--- src/rtl/nanojeff_pkg.sv ---
// Shared register offsets, STATUS bit positions and transmitter states for the nanojeff UART I/O block.
package nanojeff_pkg;

  localparam logic [1:0] OFF_LEDREG = 2'd0;
  localparam logic [1:0] OFF_TXDATA = 2'd1;
  localparam logic [1:0] OFF_STATUS = 2'd2;
  localparam logic [1:0] OFF_DIV    = 2'd3;

  localparam int STAT_BUSY      = 0;
  localparam int STAT_HOLD_FULL = 1;
  localparam int STAT_OVERRUN   = 2;

  typedef enum logic [1:0] {
    ST_IDLE  = 2'd0,
    ST_START = 2'd1,
    ST_DATA  = 2'd2,
    ST_STOP  = 2'd3
  } tx_state_e;

endpackage

--- src/rtl/nanojeff_uart_tx.sv ---
// 8N1 serial shifter: takes the offered byte one edge after load rises, bit time = div+1 cycles.
// No backpressure beyond load/load_ack; the divisor is sampled only at bit boundaries.
module nanojeff_uart_tx
  import nanojeff_pkg::*;
(
  input  logic       clk,
  input  logic       reset,
  input  logic [7:0] div,
  input  logic       load,
  input  logic [7:0] load_byte,
  output logic       load_ack,
  output logic       busy,
  output logic       tx
);

  tx_state_e  state_q, state_d;
  logic [7:0] shift_q, shift_d;
  logic [7:0] baud_q, baud_d;
  logic [2:0] bit_q, bit_d;
  logic       tx_q, tx_d;
  logic       bit_tick;

  assign bit_tick = (baud_q == 8'd0);

  always_ff @(posedge clk) begin
    if (!reset) begin
      state_q <= ST_IDLE;
      shift_q <= 8'd0;
      baud_q  <= 8'd0;
      bit_q   <= 3'd0;
      tx_q    <= 1'b1;
    end else begin
      state_q <= state_d;
      shift_q <= shift_d;
      baud_q  <= baud_d;
      bit_q   <= bit_d;
      tx_q    <= tx_d;
    end
  end

  always_comb begin
    state_d = state_q;
    unique case (state_q)
      ST_IDLE:  if (load) state_d = ST_START;
      ST_START: if (bit_tick) state_d = ST_DATA;
      ST_DATA:  if (bit_tick && bit_q == 3'd7) state_d = ST_STOP;
      ST_STOP:  if (bit_tick) state_d = load ? ST_START : ST_IDLE;
      default:  state_d = ST_IDLE;
    endcase
  end

  always_comb begin
    load_ack = load && ((state_q == ST_IDLE) || (state_q == ST_STOP && bit_tick));
    busy     = (state_q != ST_IDLE);

    shift_d = shift_q;
    if (load_ack)
      shift_d = load_byte;
    else if (state_q == ST_DATA && bit_tick)
      shift_d = {1'b0, shift_q[7:1]};

    bit_d = bit_q;
    if (state_d == ST_START)
      bit_d = 3'd0;
    else if (state_q == ST_DATA && bit_tick)
      bit_d = bit_q + 3'd1;

    // Reload only at a bit boundary, so a divisor change never stretches the bit in flight.
    baud_d = baud_q - 8'd1;
    if (state_q == ST_IDLE || bit_tick)
      baud_d = div;

    unique case (state_d)
      ST_START: tx_d = 1'b0;
      ST_DATA:  tx_d = shift_d[0];
      default:  tx_d = 1'b1;
    endcase
  end

  assign tx = tx_q;

endmodule

--- src/rtl/nanojeff_uart_io.sv ---
// Memory-mapped LED + UART transmit window: decode, registers and combinational read mux.
// Writes complete in one edge; a TXDATA write while the holding byte is full is dropped and flagged.
module nanojeff_uart_io
  import nanojeff_pkg::*;
#(
  parameter logic [7:0] IO_BASE   = 8'hF0,
  parameter logic [7:0] DIV_RESET = 8'd15
) (
  input  logic       clk,
  input  logic       reset,
  input  logic [7:0] daddr,
  input  logic [7:0] wdata,
  input  logic       wen,
  output logic [7:0] rdata,
  output logic       io_sel,
  output logic       led,
  output logic       uart_tx
);

  logic [7:0] off;
  logic [1:0] reg_sel;
  logic       wr_en;

  logic       led_q, led_d;
  logic [7:0] hold_q, hold_d;
  logic       hold_full_q, hold_full_d;
  logic       overrun_q, overrun_d;
  logic [7:0] div_q, div_d;

  logic       load_ack;
  logic       tx_busy;
  logic [7:0] status_val;

  // Offset arithmetic keeps the window check correct even if the window sits at the top of the map.
  assign off     = daddr - IO_BASE;
  assign io_sel  = (off[7:2] == 6'd0);
  assign reg_sel = off[1:0];
  assign wr_en   = wen && io_sel;

  always_ff @(posedge clk) begin
    if (!reset) begin
      led_q       <= 1'b0;
      hold_q      <= 8'd0;
      hold_full_q <= 1'b0;
      overrun_q   <= 1'b0;
      div_q       <= DIV_RESET;
    end else begin
      led_q       <= led_d;
      hold_q      <= hold_d;
      hold_full_q <= hold_full_d;
      overrun_q   <= overrun_d;
      div_q       <= div_d;
    end
  end

  always_comb begin
    led_d       = led_q;
    hold_d      = hold_q;
    hold_full_d = hold_full_q;
    overrun_d   = overrun_q;
    div_d       = div_q;

    if (load_ack)
      hold_full_d = 1'b0;

    if (wr_en) begin
      unique case (reg_sel)
        OFF_LEDREG: led_d = wdata[0];
        OFF_TXDATA: begin
          // A write landing on the drain edge sees the slot as free.
          if (hold_full_q && !load_ack) begin
            overrun_d = 1'b1;
          end else begin
            hold_d      = wdata;
            hold_full_d = 1'b1;
          end
        end
        OFF_STATUS: if (wdata[STAT_OVERRUN]) overrun_d = 1'b0;
        OFF_DIV:    div_d = wdata;
        default: ;
      endcase
    end
  end

  always_comb begin
    status_val                 = 8'd0;
    status_val[STAT_BUSY]      = tx_busy;
    status_val[STAT_HOLD_FULL] = hold_full_q;
    status_val[STAT_OVERRUN]   = overrun_q;

    rdata = 8'h00;
    if (io_sel) begin
      unique case (reg_sel)
        OFF_LEDREG: rdata = {7'd0, led_q};
        OFF_TXDATA: rdata = 8'h00;
        OFF_STATUS: rdata = status_val;
        OFF_DIV:    rdata = div_q;
        default:    rdata = 8'h00;
      endcase
    end
  end

  nanojeff_uart_tx u_tx (
    .clk       (clk),
    .reset     (reset),
    .div       (div_q),
    .load      (hold_full_q),
    .load_byte (hold_q),
    .load_ack  (load_ack),
    .busy      (tx_busy),
    .tx        (uart_tx)
  );

  assign led = led_q;

endmodule

--- config.mk ---
export PLATFORM = sky130hd
export DESIGN_NAME = nanojeff_uart_io
export DESIGN_NICKNAME = d
export VERILOG_FILES = /design/src/rtl/nanojeff_pkg.sv /design/src/rtl/nanojeff_uart_tx.sv /design/src/rtl/nanojeff_uart_io.sv
export SDC_FILE = /design/constraint.sdc
export NUM_CORES = 1
export LEC_CHECK = 0
export BUFFER_PORTS_ARGS = -buffer_cell sky130_fd_sc_hd__buf_2
export CAP_MARGIN = 20
export CORE_UTILIZATION = 25
export DETAILED_ROUTE_END_ITERATION = 10
export PLACE_DENSITY = 0.55
export SKIP_CTS_REPAIR_TIMING = 1
export SYNTH_ARGS = -nofsm -noshare
export SYNTH_HDL_FRONTEND = slang
export SYNTH_SLANG_ARGS = --single-unit
export TNS_END_PERCENT = 10
--- constraint.sdc ---
create_clock -name clk -period 1.6 [get_ports clk]
set_input_delay 0.24 -clock clk [delete_from_list [all_inputs] [get_ports clk]]
set_output_delay 0.24 -clock clk [all_outputs]
set_load 0.05 [all_outputs]
# Word level (Yosys, flattened, before mapping)
# Index checks and enable logic that the tools add are counted.
dict set report totals {
  register_bits 41
  latchBits 0
  mem_bits_rw 0
  mem_bits_ro 0
  inputBits 19
  mem_count 0
}
dict set report op_classes {
  n_addsub 3
  multipliers 0
  div_mod_pow 0
  n_lt_le_gt_ge 0
  n_eq_ne 11
  n_shift 0
  muxes 19
  bitwise 2
  n_reduce_logical 21
}
# cell count
set op_table {}
lappend op_table {{2-to-1 mux 8 bit} 4}
lappend op_table {{case mux 8 bit (4 select lines)} 1}
lappend op_table {{equality test 2 bit (second input constant)} 5}
lappend op_table {{zero test 8 bit} 1}
lappend op_table {{2-to-1 mux 2 bit} 4}
lappend op_table {{case mux 2 bit (4 select lines)} 1}
lappend op_table {{subtractor 8 x 1 -> 8 bit (second input constant)} 1}
lappend op_table {{subtractor 8 bit (second input constant)} 1}
lappend op_table {{2-to-1 mux 1 bit} 7}
lappend op_table {{equality test 2 x 1 -> 1 bit (second input constant)} 3}
lappend op_table {{logical AND 1 bit} 6}
lappend op_table {{zero test 6 bit} 1}
lappend op_table {{nonzero test 2 bit} 3}
lappend op_table {{zero test 2 bit} 2}
lappend op_table {{!= test 2 bit (second input constant)} 2}
lappend op_table {{case mux 1 bit (2 select lines)} 2}
lappend op_table {{AND reduction 2 bit} 2}
lappend op_table {{AND reduction 4 bit} 1}
lappend op_table {{adder 3 x 1 -> 3 bit (second input constant)} 1}
lappend op_table {{equality test 3 bit (second input constant)} 1}
lappend op_table {{AND reduction 3 bit} 1}
lappend op_table {{logical OR 1 bit} 2}
lappend op_table {{inverter 1 bit} 2}
lappend op_table {{OR reduction 2 bit} 1}
lappend op_table {{zero test 1 bit} 1}

# Depth between registers and ports, before layout
dict set report depth {
  ltp_word 9
  ltp_mapped 8
}

# Modules after synthesis
# Synthesis repeated with hierarchy kept, for this count alone.
dict set report hier_totals {
  hier_cells 240
  area_unflattened_um2 2054.5
}
# mod instances cells_each area_per_inst_um2
set by_module_without_submodules {}
lappend by_module_without_submodules {nanojeff_uart_tx 1 136 1164.9}
lappend by_module_without_submodules {nanojeff_uart_io 1 104 889.6}

# Worst setup path before layout
# Ideal clock, no wire load.
dict set report synth_timing {
  path_type {input-to-output}
  start {input daddr[2]}
  end {output rdata[0]}
  t_arrival_ns 1.829
  t_required_ns 1.360
  slack_ns -0.469
  stages 3
  path_cell_list {and4bb_2 and2_1 nor2b_1}
}
dict set report synth_via {
  elab_chain_cells 3
}
# item line
set synth_lines {}
lappend synth_lines {{from (decl)} nanojeff_uart_io.sv:11} ;# input logic [7:0] daddr,
lappend synth_lines {{subtractor 8 bit} nanojeff_uart_io.sv:35} ;# assign off = daddr - IO_BASE;
lappend synth_lines {{zero test 6 bit} nanojeff_uart_io.sv:36} ;# assign io_sel = (off[7:2] == 6'd0);
lappend synth_lines {{named net io_sel} nanojeff_uart_io.sv:15} ;# output logic io_sel,
lappend synth_lines {{2-to-1 mux 8 bit} nanojeff_uart_io.sv:92} ;# if (io_sel) begin
lappend synth_lines {{to (decl)} nanojeff_uart_io.sv:14} ;# output logic [7:0] rdata,
# The timed path passes the listed nets, and every way through them passes these cells.

# Worst setup path in the final report
dict set report layout_timing {
  start {register u_tx.baud_q[0]}
  end {register u_tx.shift_q[4]}
}
dict set report layout_via {
  elab_chain_cells 5
  word_cells_on_any_way 7
  classes_between {mux: 1; reduce/logical: 6}
}
# item line
set layout_lines {}
lappend layout_lines {{from (decl)} nanojeff_uart_tx.sv:18} ;# logic [7:0] baud_q, baud_d;
lappend layout_lines {{from (signal assigned)} nanojeff_uart_tx.sv:35} ;# baud_q <= baud_d;
lappend layout_lines {{zero test 8 bit *} nanojeff_uart_tx.sv:23} ;# assign bit_tick = (baud_q == 8'd0);
lappend layout_lines {{logical AND 1 bit} nanojeff_uart_tx.sv:53} ;# load_ack = load && ((state_q == ST_IDLE) || (state_q == ST_STOP && bit_tick));
lappend layout_lines {{logical OR 1 bit} nanojeff_uart_tx.sv:53}
lappend layout_lines {{logical AND 1 bit} nanojeff_uart_tx.sv:53}
lappend layout_lines {{2-to-1 mux 8 bit or nonzero test 2 bit (tied branches)} n/a}
lappend layout_lines {{to (signal assigned)} nanojeff_uart_tx.sv:34} ;# shift_q <= shift_d;
lappend layout_lines {{to (decl)} nanojeff_uart_tx.sv:17} ;# logic [7:0] shift_q, shift_d;
# Mark *: on every way between the ends. The rest lies on a longest branch, timed or not.
# A chain may end at the register's enable or synchronous reset.

==> results.sh <==
export IMPL_synth_edff_count=0
export IMPL_timing_final_crit_share=1.03
export IMPL_fin_setup_tns_ps=-160
export IMPL_finalSetupViolCount=10
export IMPL_violations="negative setup slack"
export IMPL_multi_input_area_sq_um=1220
export IMPL_intPower_mw=1.39
export IMPL_synth_area_leaders="dfxtp_1 39%, mux2i_1 9.1%, nor2_1 5.9%"
export IMPL_cp_startpoint="u_tx.baud_q[0]"
export IMPL_synth_largest_area_cell="dfxtp_1"
export IMPL_syn_nets=250
export IMPL_min_path_cells=3
export IMPL_p_clk_frac=0.362
export IMPL_switching_share=0.239
export IMPL_synth_main_ff_cell="dfxtp_1"
export IMPL_synth_area_sq_um=2080
export IMPL_dr_pass1_iters=4
export IMPL_seq_area_frac_synth=0.394
export IMPL_max_freq_ghz=0.606
export IMPL_die_w_um=93.3
export IMPL_dr_wl_met2_mm=2.35
export IMPL_rows=32
export IMPL_grt_overflow=0
export IMPL_diodes=0
export IMPL_cts_root_buf="clkbuf_8"
export IMPL_globalplace_congestion=0.802
export IMPL_syn_area_per_cell_sq_um=9.14
export IMPL_coreArea_sq_um=7890
export IMPL_p_comb_frac=0.072
export IMPL_ys_ff_latch=41
export IMPL_dr_max_layer_used="met4"
export IMPL_r2r_end="u_tx.shift_q[4]"
export IMPL_seqPwrFrac=0.566
export IMPL_irDropWorstVdd_v=0.000370
export IMPL_maxCapViolations=0
export IMPL_reg2reg_from="u_tx.baud_q[0]"
export IMPL_vias_per_cell=4.73
export IMPL_regArea_sq_um=826
export IMPL_netSwitchingPower_mw=0.437
export IMPL_synthesis_instances=228
export IMPL_ys_types=53
export IMPL_async_reset_ff_frac=0
export IMPL_hp_class="in2reg"
export IMPL_layout_setup_ws_ps=-48.8
export IMPL_critPathRequiredTime_ps=1800
export IMPL_drv_slew=0
export IMPL_worstPathArrival_ps=1850
export IMPL_start_util=0.264
export IMPL_syn2layout_area_growth_pct=27.4
export IMPL_total_leakage_power_nw=1.17
export IMPL_ff2ff_path_depth=8
export IMPL_min_period_ps=1650
export IMPL_antenna_found_initial=0
export IMPL_critPathKind="reg2reg"
export IMPL_ios=30
export IMPL_wirelength_met1_mm=2.41
export IMPL_rsz0062_at_grt="true"
export IMPL_fp_dieH_um=93.3
export IMPL_drc=0
export IMPL_nFillCells=829
export IMPL_cts_buffer_depth=2
export IMPL_finClkSkew_ps=9.71
export IMPL_max_slew_margin_rel=0.741
export IMPL_wirelength_mm=4.92
export IMPL_ant_nets=0
export IMPL_drive_above_1_share=0.332
export IMPL_port_buffers=29
export IMPL_first_iter_violations=76
export IMPL_num_nets_final=298
export IMPL_ff2ff_setup_slack_ps=-50
export IMPL_dieArea_sq_um=8710
export IMPL_crit_path_end="u_tx.shift_q[4]"
export IMPL_p_total_mw=1.83
export IMPL_yosysTopAreaCellShare=0.394
export IMPL_first_global_vias=1805
export IMPL_grt_pass1_wl_mm=8.44
export IMPL_clock_latency_ps=290
export IMPL_cts_htree_levels=2
export IMPL_wl_per_cell_um=13.0
export IMPL_start_kind="flip-flop"
export IMPL_grt_usage=0.123
export IMPL_clkTransAtPathRegs_ps=80
export IMPL_cts_tree="done"
export IMPL_numCtsBuffers=5
export IMPL_cp_max_fo=8
export IMPL_dp_hpwl_mm=3.70
export IMPL_pwr_density_cell_nw_per_um2=687
export IMPL_tightestPinTransition_ps=389
export IMPL_end_kind="flip-flop"
export IMPL_dp_slack_ps=-130
export IMPL_status="finished, violations left"
export IMPL_grt_max_degree=25
export IMPL_hold_viol=0
export IMPL_via_count=1793
export IMPL_synth_warnings=0
export IMPL_clock_sinks=41
export IMPL_dr_wl_met3_um=132
-- cell families after synthesis --
family / Yosys count / synth area share
flip-flops: 41 / 0.394
AO/OA/AOI/OAI: 55 / 0.187
buffers and inverters: 19 / 0.0564
adder cells (fa/ha/maj): 3 / 0.0180
multiplexers: 19 / 0.0912
XOR/XNOR: 5 / 0.0210
AND/OR/NAND/NOR: 86 / 0.232
-- per-layer routing --
layer	vias to the layer above	global-route usage
li1	921	-
met1	844	0.159
met2	26	0.202
met3	2	0.0276
met4	0	0.0372
met5	-	0
-- cell usage after synthesis (4+ instances only) --
master    count
a211oi_1     10
a21oi_1      13
and3_1        8
buf_2         4
buf_6         4
dfxtp_1      41
inv_1         6
mux2i_1      19
nand2_1      11
nand3_1      12
nor2_1       33
o21ai_0      11
-- cell usage in the layout, fill, tap and decap left out, drive strengths merged, types with 2 or more instances in the layout --
master / netlist / final
inv: 6 / 6
nand4: 2 / 2
mux2i: 19 / 19
dfxtp: 41 / 41
ha: 3 / 3
o31ai: 2 / 2
clkinv: 0 / 2
a311oi: 2 / 2
and3: 8 / 8
nand2b: 2 / 2
nor2: 33 / 33
a31oi: 2 / 2
a211oi: 12 / 12
and2: 4 / 4
a21oi: 14 / 14
o21ai: 11 / 11
nor2b: 2 / 2
clkbuf: 3 / 6
nand3: 13 / 13
xnor2: 2 / 2
buf: 9 / 54
nor3: 3 / 3
nor4b: 2 / 2
xor2: 3 / 3
nand2: 11 / 11
a22oi: 2 / 2
-- per-stage QoR --
| step | std cells | utilization | instance area (sq um) | hold WS, ps |
|---|---|---|---|---|
| finish | 379 | 0.337 | 2660 | 183 |
| global route | 379 | 0.337 | 2660 | 193 |
| CTS | 378 | 0.324 | 2560 | 169 |
| detailed placement | 370 | 0.314 | 2480 | 473 |
| global placement | 370 | 0.314 | 2480 | 461 |
| floorplan | 228 | - | 2090 | 365 |
-- worst min path at each step --
stage | start | end | slack [ps]
final | wdata[3] | div_q[3] | 180
after global routing | wdata[3] | div_q[3] | 190
after floorplan | wdata[0] | div_q[0] | 370
after detailed placement | wdata[3] | div_q[3] | 470
after global placement | overrun_q | overrun_q | 460
after CTS | wdata[3] | div_q[3] | 170
-- state kept, by name, indices dropped and copies added, names as in the netlist, 2 cells and up --
name and flops:
u_tx.shift_q 8, hold_q 8, div_q 8, u_tx.state_q 2, u_tx.bit_q 3, u_tx.baud_q 8
-- layout make-up --
class                      instances  share of cell area
multi-input combinational        168               0.461
sequential                        41               0.311
timing repair buffer              54               0.140
tap                              102              0.0481
clock buffer                       6              0.0273
inverter                           6             0.00848
clock inverter                     2             0.00377
-- power by group through the flow --
stage                     sequential (mW)  clock [mW]  combinational [mW]
after floorplan                      1.06           0              0.0648
after global placement               1.06           0               0.121
after detailed placement             1.06           0               0.122
after CTS                            1.03       0.686               0.123
after global routing                 1.03       0.727               0.144
final                                1.03       0.660               0.132
-- critical path, stage by stage, from the launching register on --
cell and delay, ps:
dfxtp_2 340, inv_2 40, ha_4 150, nor4b_4 130, buf_4 160, a32oi_4 310, buf_6 180, nor2_1 50
a211oi_1 200
No activity file was read; power rests on OpenSTA's default activity.
